## src/rtl/shift_sub_divider.sv

```systemverilog
// shift_sub_divider: sequential unsigned restoring divider.
// Shifts the partial remainder left one bit per clock, pulling in the next
// dividend bit, and subtracts the divisor whenever it fits. After n
// iterations the shift register holds the quotient and the partial
// remainder holds the remainder. A zero divisor is resolved in one cycle
// with a saturated quotient.
module shift_sub_divider #(
    parameter int n = 8
) (
    input  logic         clk,
    input  logic         rst,
    input  logic         start,
    input  logic [n-1:0] dividend,
    input  logic [n-1:0] divisor,
    output logic [n-1:0] quotient,
    output logic [n-1:0] remainder,
    output logic         busy,
    output logic         done,
    output logic         div_by_zero
);

    localparam int cw = $clog2(n) + 1;

    typedef enum logic [1:0] {
        IDLE,
        RUN,
        DONE
    } state_t;

    state_t state, next_state;

    logic [n-1:0]  r;
    logic [n-1:0]  qs;
    logic [n-1:0]  d;
    logic [cw-1:0] cnt;

    logic [n:0]    r_shift;
    logic          r_ge_d;
    logic [n-1:0]  r_next;
    logic [n-1:0]  qs_next;
    logic          last_iter;
    logic          accept;

    // One restoring step: the shifted remainder is n+1 bits wide so the
    // comparison cannot overflow; when it fits, the difference is below the
    // divisor and so the low n bits of an n-bit subtraction are exact.
    always_comb begin
        r_shift   = {r, qs[n-1]};
        r_ge_d    = (r_shift >= {1'b0, d});
        r_next    = r_ge_d ? (r_shift[n-1:0] - d) : r_shift[n-1:0];
        qs_next   = {qs[n-2:0], r_ge_d};
        last_iter = (cnt == cw'(n - 1));
        accept    = start && ((state == IDLE) || (state == DONE));
    end

    // State register; reset drops straight back to IDLE even mid-operation.
    always_ff @(posedge clk or posedge rst) begin
        if (rst) begin
            state <= IDLE;
        end else begin
            state <= next_state;
        end
    end

    // Next-state and status outputs; DONE accepts a new start just like IDLE
    // so back-to-back operations need no idle gap.
    always_comb begin
        next_state = state;
        busy       = 1'b0;
        done       = 1'b0;
        case (state)
            IDLE: begin
                if (start) begin
                    next_state = (divisor == '0) ? DONE : RUN;
                end
            end
            RUN: begin
                busy = 1'b1;
                if (last_iter) begin
                    next_state = DONE;
                end
            end
            DONE: begin
                done = 1'b1;
                if (start) begin
                    next_state = (divisor == '0) ? DONE : RUN;
                end else begin
                    next_state = IDLE;
                end
            end
            default: begin
                next_state = IDLE;
            end
        endcase
    end

    // Datapath: load operands on an accepted start, iterate in RUN, and only
    // write the visible results on the final step so they hold meanwhile.
    always_ff @(posedge clk or posedge rst) begin
        if (rst) begin
            r           <= '0;
            qs          <= '0;
            d           <= '0;
            cnt         <= '0;
            quotient    <= '0;
            remainder   <= '0;
            div_by_zero <= 1'b0;
        end else if (accept) begin
            if (divisor != '0) begin
                d   <= divisor;
                r   <= '0;
                qs  <= dividend;
                cnt <= '0;
            end else begin
                quotient    <= '1;
                remainder   <= dividend;
                div_by_zero <= 1'b1;
            end
        end else if (state == RUN) begin
            r   <= r_next;
            qs  <= qs_next;
            cnt <= cnt + 1'b1;
            if (last_iter) begin
                quotient    <= qs_next;
                remainder   <= r_next;
                div_by_zero <= 1'b0;
            end
        end
    end

endmodule
```

## config.mk

```make
export PLATFORM = sky130hd
export DESIGN_NAME = shift_sub_divider
export DESIGN_NICKNAME = d
export VERILOG_FILES = /design/src/rtl/shift_sub_divider.sv
export SDC_FILE = /design/constraint.sdc
export NUM_CORES = 1
export LEC_CHECK = 0
export ABC_AREA = 1
export BUFFER_PORTS_ARGS = -buffer_cell sky130_fd_sc_hd__buf_2
export CORE_UTILIZATION = 54
export CTS_BUF_LIST = sky130_fd_sc_hd__clkbuf_8
export DETAILED_ROUTE_END_ITERATION = 10
export GPL_TIMING_DRIVEN = 0
export PLACE_DENSITY = 0.75
export SLEW_MARGIN = 20
export SYNTH_ARGS = -nofsm -noshare
export SYNTH_HDL_FRONTEND = slang
export SYNTH_SLANG_ARGS = --single-unit
```

## constraint.sdc

```tcl
create_clock -name clk -period 3.14 [get_ports clk]
set_input_delay 0.314 -clock clk [delete_from_list [all_inputs] [get_ports clk]]
set_output_delay 0.314 -clock clk [all_outputs]
set_load 0.005 [all_outputs]
```

==> results.tsv, run 1 <==
stage	metric	value	unit
worst_setup_path	timing.critical_path.to_type	flop	
worst_setup_path	critPathMaxStageDelay	0.45	ns
grt	grt_pass1_wl	9.66	mm
routing	dr.first_iter.drc_count	109	
sta	fmax	0.479	GHz
layout	layout_common_cells	nand2_1, inv_1, dfrtp_1, buf_2, nor2_1	
logic_synthesis	yosysUniqueCellTypes	29	
worst_setup_path	crit_chain	ha_1 > nand2_1 > nand2_1 > nand2_1 > nand3_1 > nor2_1 > nand4_1 > nand2_1 > nand2_1 > nand2_1	
clocking	path_clk_slew	0.08	ns
placed_design	io_buffers	37	
floorplan	die_w	72.8	microns
worst_setup_path	crit_required	3.38	ns
logic_synthesis	synth_top_area_share	43.5	%
run	maxCapViolations	0	
sta	tightest_slew	0.550	ns
routing	ant_nets	0	
clocking	cts_setup_buffers	0	
routing	wl	5.86	mm
floorplan	dieHeight	72.8	microns
worst_setup_path	worstSetupStartpointType	flop	
sta	period_needed	2.09	ns
grt	grt_pass1_vias	2153	
worst_setup_path	path_class	flop to flop	
worst_setup_path	slowest_stage	nor2_1	
sta	final-setup-viol-count	0	
routing	first_pass_iters	4	
min_path	whs_path_depth	3	
logic_synthesis	yosysWarnings	0	
routing	wire_per_inst	12.2	microns
logic_synthesis	synth_area_leaders	dfrtp_1, nand2_1, inv_1	
logic_synthesis	synth_seq_cells	47	
grt	grt_usage	24.1	%
layout	final_util	64.5	%
clocking	cts_tree	built	
floorplan	die_area	0.00530	sq mm
floorplan	ios	38	
sta	timing.final.crit_share	66.6	%
placed_design	place_area	0.00300	sq mm
worst_setup_path	worstRegToRegCells	10	
routing	via_per_inst	5.04	
floorplan	initial_utilization	56.5	%
grt	antenna_found_initial	0	
grt	overflow	0	
power_and_ir_drop	p_per_area	1130	mW/mm^2
clocking	hold_buffers	1	
logic_synthesis	netlist_instances	367	
sta	fin_setup_tns	0	ns
sta	maxSlewHeadroom	63.2	%
clocking	cts_root_buf	clkbuf_8	
logic_synthesis	synth_area	0.00271	sq mm
clocking	clk_latency	0.31	ns
power_and_ir_drop	leakagePower	1.77	nW
sta	clock_skew	0.0110	ns
worst_setup_path	path_max_fanout	8	
placed_design	hpwl	4.58	mm
layout	antenna_cells	0	
layout	n_fill_cell	469	
floorplan	core_area	0.00479	sq mm
logic_synthesis	mappedNetlistNets	396	
clocking	cts-resized-gates	0	
routing	dr_total_vias	2419	
routing	route.detailed.drc	0	
logic_synthesis	yosysTopAreaCell	dfrtp_1	
clocking	clk_path_buf_depth	2	
layout	fin_nets	442	
sta	hold_viol	0	
sta	setup_slack	1.05	ns
layout	drive_above_1_share	18.9	%
sta	maxSlewViolCount	0	
clocking	htree_levels	2	
layout	synthToLayoutAreaGrowth	14.1	%
placed_design	place_congestion	0.894	
logic_synthesis	synth-seq-area-share	43.5	%
worst_setup_path	cpMostUsedCell	nand2_1	
power_and_ir_drop	peakVddDrop	0.455	mV
layout	post-route-cell-area	0.00309	sq mm
sta	hold_slack	0.232	ns
grt	grt_max_degree	35	
status	status	complete, no violations	
sta	rsz0062_at_grt	false	
clocking	cts_buffers	5	
worst_setup_path	arrival	2.33	ns
logic_synthesis	synth_area_per_cell	7.37	sq um
placed_design	pre_cts_ws	1.10	ns
clocking	clock-sinks	47	
layout	final_common_cell	nand2_1	
floorplan	rows	25	
min_path	hp-class	input pin to flop	
area by class of cell:
class | count | area [sq um] | area share, %
buffer | 9 | 47.5 | 1.54
clock buffer | 5 | 68.8 | 2.23
clock inverter | 2 | 13.8 | 0.446
inverter | 61 | 229 | 7.41
multi-input combinational | 250 | 1250 | 40.6
sequential | 47 | 1180 | 38.1
tap | 67 | 83.8 | 2.71
timing repair buffer | 39 | 215 | 6.97
worst max-delay path: cells and delay by family, from the launching register on:
family        cells  cell delay [ns]
simple gates      9             1.24
flops             1             0.41
fa+ha+maj         1             0.37
kinds of logic (layout without fill, tap and decap cells):
kind of cell               count (synthesis)  after routing  synth area share [%]
buffers and inverters                     70            116                  10.2
AOI/OAI and AO/OA                         33             33                  6.43
xor gates and xnor gates                   5              5                  1.62
and+or+nand+nor                          202            202                  33.4
adders and majority gates                 10             10                  4.90
DFF                                       47             47                  43.5
synthesized netlist by cell type:
cell / count
o21ai_1: 9
nand2_1: 114
fa_1: 1
o21ai_0: 11
a22o_1: 1
xnor2_1: 1
ha_1: 9
buf_6: 1
or2_2: 8
nor2_1: 31
nand2_2: 2
nand4_1: 13
nor2_2: 1
nor2_8: 1
or2_1: 1
inv_1: 51
buf_1: 1
nand3_2: 1
dfrtp_1: 47
nand3_1: 26
nand4_2: 1
clkbuf_1: 2
a31oi_1: 4
a21oi_1: 8
nor2_4: 2
inv_2: 10
xor2_1: 4
buf_2: 5
nand3b_1: 1
state kept, by name (all words and copies together), names as in the netlist:
signal / cells
div_by_zero: 1
cnt: 4
remainder: 8
d: 8
state: 2
qs: 8
quotient: 8
r: 8
worst paths after layout:
kind / from / endpoint / slack (ns)
hold / removal: divisor[2] / d[2]$_DFFE_PP0P_ / 0.23
setup / recovery: r[5]$_DFFE_PP0P_ / r[7]$_DFFE_PP0P_ / 1.05
min in group asynchronous: rst / state[1]$_DFFE_PP0P_ / 0.49
hold reg to reg: quotient[3]$_DFFE_PP0P_ / quotient[3]$_DFFE_PP0P_ / 0.47
setup reg to reg: r[5]$_DFFE_PP0P_ / r[7]$_DFFE_PP0P_ / 1.05
max in group asynchronous: rst / r[7]$_DFFE_PP0P_ / 2.17
metrics by stage:
stage          cells  total power [mW]
6_report         480              3.49
5_1_grt          480              3.84
4_1_cts          480              3.48
3_5_place_dp     472              3.12
3_3_place_gp     471              3.06
2_1_floorplan    367              2.60
layer usage:
layer | up-vias | share of wire (%) | track usage [%]
met4 | 0 | 1.2 | 7.19
met2 | 73 | 47 | 40.1
met1 | 1102 | 46 | 31.8
met5 | - | 0 | 0
met3 | 9 | 5.7 | 5.11
li1 | 1235 | - | -
power breakdown:
part           total [mW]  internal [mW]  switching (mW)
registers            1.06          0.898           0.165
clock network       0.359          0.153           0.206
logic                2.06          0.783            1.28
Note: power is estimated with default switching activity, not from simulation.
==> inputs of run 2 (changes only) <==
clock period = 2.1 ns   (was 3.14 ns; I/O delays follow)
==> results.tsv, run 2 (synthesized netlist as in run 1, its figures left out) <==
stage	metric	value	unit	change
status	status	complete, no violations		
placed_design	pre_cts_ws	0.0566	ns	-1.04 ns
sta	fmax	0.514	GHz	+7.4%
layout	n_fill_cell	468		-0.21%
routing	wl	5.88	mm	+0.44%
worst_setup_path	arrival	2.14	ns	-0.19 ns
worst_setup_path	worstSetupStartpointType	flop		
floorplan	core_area	0.00479	sq mm	unchanged
placed_design	hpwl	4.58	mm	unchanged
layout	post-route-cell-area	0.00311	sq mm	+0.69%
layout	synthToLayoutAreaGrowth	14.9	%	
clocking	cts_buffers	5		unchanged
layout	fin_nets	442		unchanged
floorplan	ios	38		unchanged
layout	antenna_cells	0		unchanged
sta	period_needed	1.94	ns	-0.145 ns
grt	antenna_found_initial	0		unchanged
clocking	path_clk_slew	0.08	ns	about the same
worst_setup_path	timing.critical_path.to_type	flop		
grt	overflow	0		unchanged
sta	setup_slack	0.155	ns	-0.895 ns
grt	grt_pass1_wl	9.66	mm	unchanged
routing	dr.first_iter.drc_count	138		+27%
run	maxCapViolations	0		unchanged
routing	first_pass_iters	4		unchanged
sta	hold_viol	0		unchanged
min_path	hp-class	input pin to flop		
worst_setup_path	path_max_fanout	8		unchanged
clocking	clock-sinks	47		unchanged
sta	final-setup-viol-count	0		unchanged
power_and_ir_drop	peakVddDrop	0.703	mV	+54%
sta	maxSlewHeadroom	69.4	%	+6.2 points
power_and_ir_drop	power	5.28	mW	+51%
floorplan	dieHeight	72.8	microns	unchanged
grt	grt_pass1_vias	2153		unchanged
routing	dr_total_vias	2416		-0.12%
layout	drive_above_1_share	19.4	%	+0.48 points
power_and_ir_drop	leakagePower	1.78	nW	+0.15%
floorplan	rows	25		unchanged
power_and_ir_drop	p_per_area	1700	mW/mm^2	+50%
clocking	cts_tree	built		
grt	grt_usage	24.1	%	unchanged
clocking	clk_path_buf_depth	2		unchanged
routing	via_per_inst	5.03		-0.12%
sta	timing.final.crit_share	92.6	%	+26 points
floorplan	die_area	0.00530	sq mm	unchanged
clocking	clk_latency	0.31	ns	about the same
routing	route.detailed.drc	0		unchanged
sta	tightest_slew	0.459	ns	-0.0911 ns
floorplan	die_w	72.8	microns	unchanged
layout	layout_common_cells	nand2_1, inv_1, dfrtp_1, buf_2, nor2_1		
worst_setup_path	crit_required	2.29	ns	-1.09 ns
worst_setup_path	path_class	flop to flop		
sta	maxSlewViolCount	0		unchanged
placed_design	place_area	0.00300	sq mm	unchanged
routing	wire_per_inst	12.3	microns	+0.44%
sta	fin_setup_tns	0	ns	unchanged
placed_design	io_buffers	37		unchanged
clocking	cts_root_buf	clkbuf_8		
layout	final_common_cell	nand2_1		
sta	clock_skew	0.0108	ns	-0.000193 ns
floorplan	initial_utilization	56.5	%	unchanged
layout	final_util	65.0	%	+0.44 points
placed_design	place_congestion	0.894		unchanged
clocking	htree_levels	2		unchanged
grt	grt_max_degree	35		unchanged
routing	ant_nets	0		unchanged
run 2: cell counts in the layout (fill, tap and decap cells not counted):
No cell type changed its count.
run 2: metrics by stage:
step | hold slack [ns] | cells
floorplan | 0.331 | 367
global placement | 0.434 | 471
detailed placement | 0.178 | 472
CTS | 0.126 | 480
global route | 0.126 | 480
finish | 0.127 | 480
run 2: final cells by class:
cell class	instances	area, sq um	share of cell area [%]
Sequential cell	47	1180	37.8
Tap cell	67	83.8	2.70
Timing Repair Buffer	39	215	6.92
Clock inverter	2	13.8	0.443
Multi-Input combinational cell	250	1270	41.0
Clock buffer	5	68.8	2.21
Buffer	9	47.5	1.53
Inverter	61	229	7.36
run 2: worst max-delay path, stage by stage, from the launching register on:
cell     delay, ns
dfrtp_1       0.42
ha_1          0.41
inv_2         0.05
nor2_1        0.23
nand3_1       0.13
nor2_1        0.15
nor2_2        0.11
nand4_1       0.13
nand2_1       0.07
nand2_1       0.09
nand2_1       0.05
run 2: final timing paths:
kind                                         startpoint                      end  slack [ns]  depth (start not counted)
worst min-delay path                         divisor[2]         d[2]$_DFFE_PP0P_        0.13                          3
max in group asynchronous                           rst         r[7]$_DFFE_PP0P_        1.24                          4
worst max register to register         r[6]$_DFFE_PP0P_         r[7]$_DFFE_PP0P_        0.16                         10
min in group asynchronous                           rst     state[1]$_DFFE_PP0P_        0.39                          3
worst min register to register  quotient[3]$_DFFE_PP0P_  quotient[3]$_DFFE_PP0P_        0.47                          2
worst max-delay path                   r[6]$_DFFE_PP0P_         r[7]$_DFFE_PP0P_        0.16                         10
run 2: where the power goes:
part	internal [mW]	leakage (nW)	switching, mW
Combinational	1.20	1.16	1.96
Sequential	1.34	0.570	0.246
Clock	0.228	0.0440	0.307
run 2: layer usage:
layer | track usage, % | up-vias | wire, microns
li1 | - | 1231 | -
met1 | 31.8 | 1112 | 2690
met2 | 40.1 | 66 | 2830
met3 | 5.11 | 7 | 294
met4 | 7.19 | 0 | 64
met5 | 0 | - | 0
run 2: timing repair:
item / 4_1_cts / 5_1_grt
setup endpoints to repair: 0 / 16
setup buffers: 0 / 0
gates resized for setup: 0 / 4
hold buffers: 1 / 0
endpoints found under the hold margin: 13 / 0
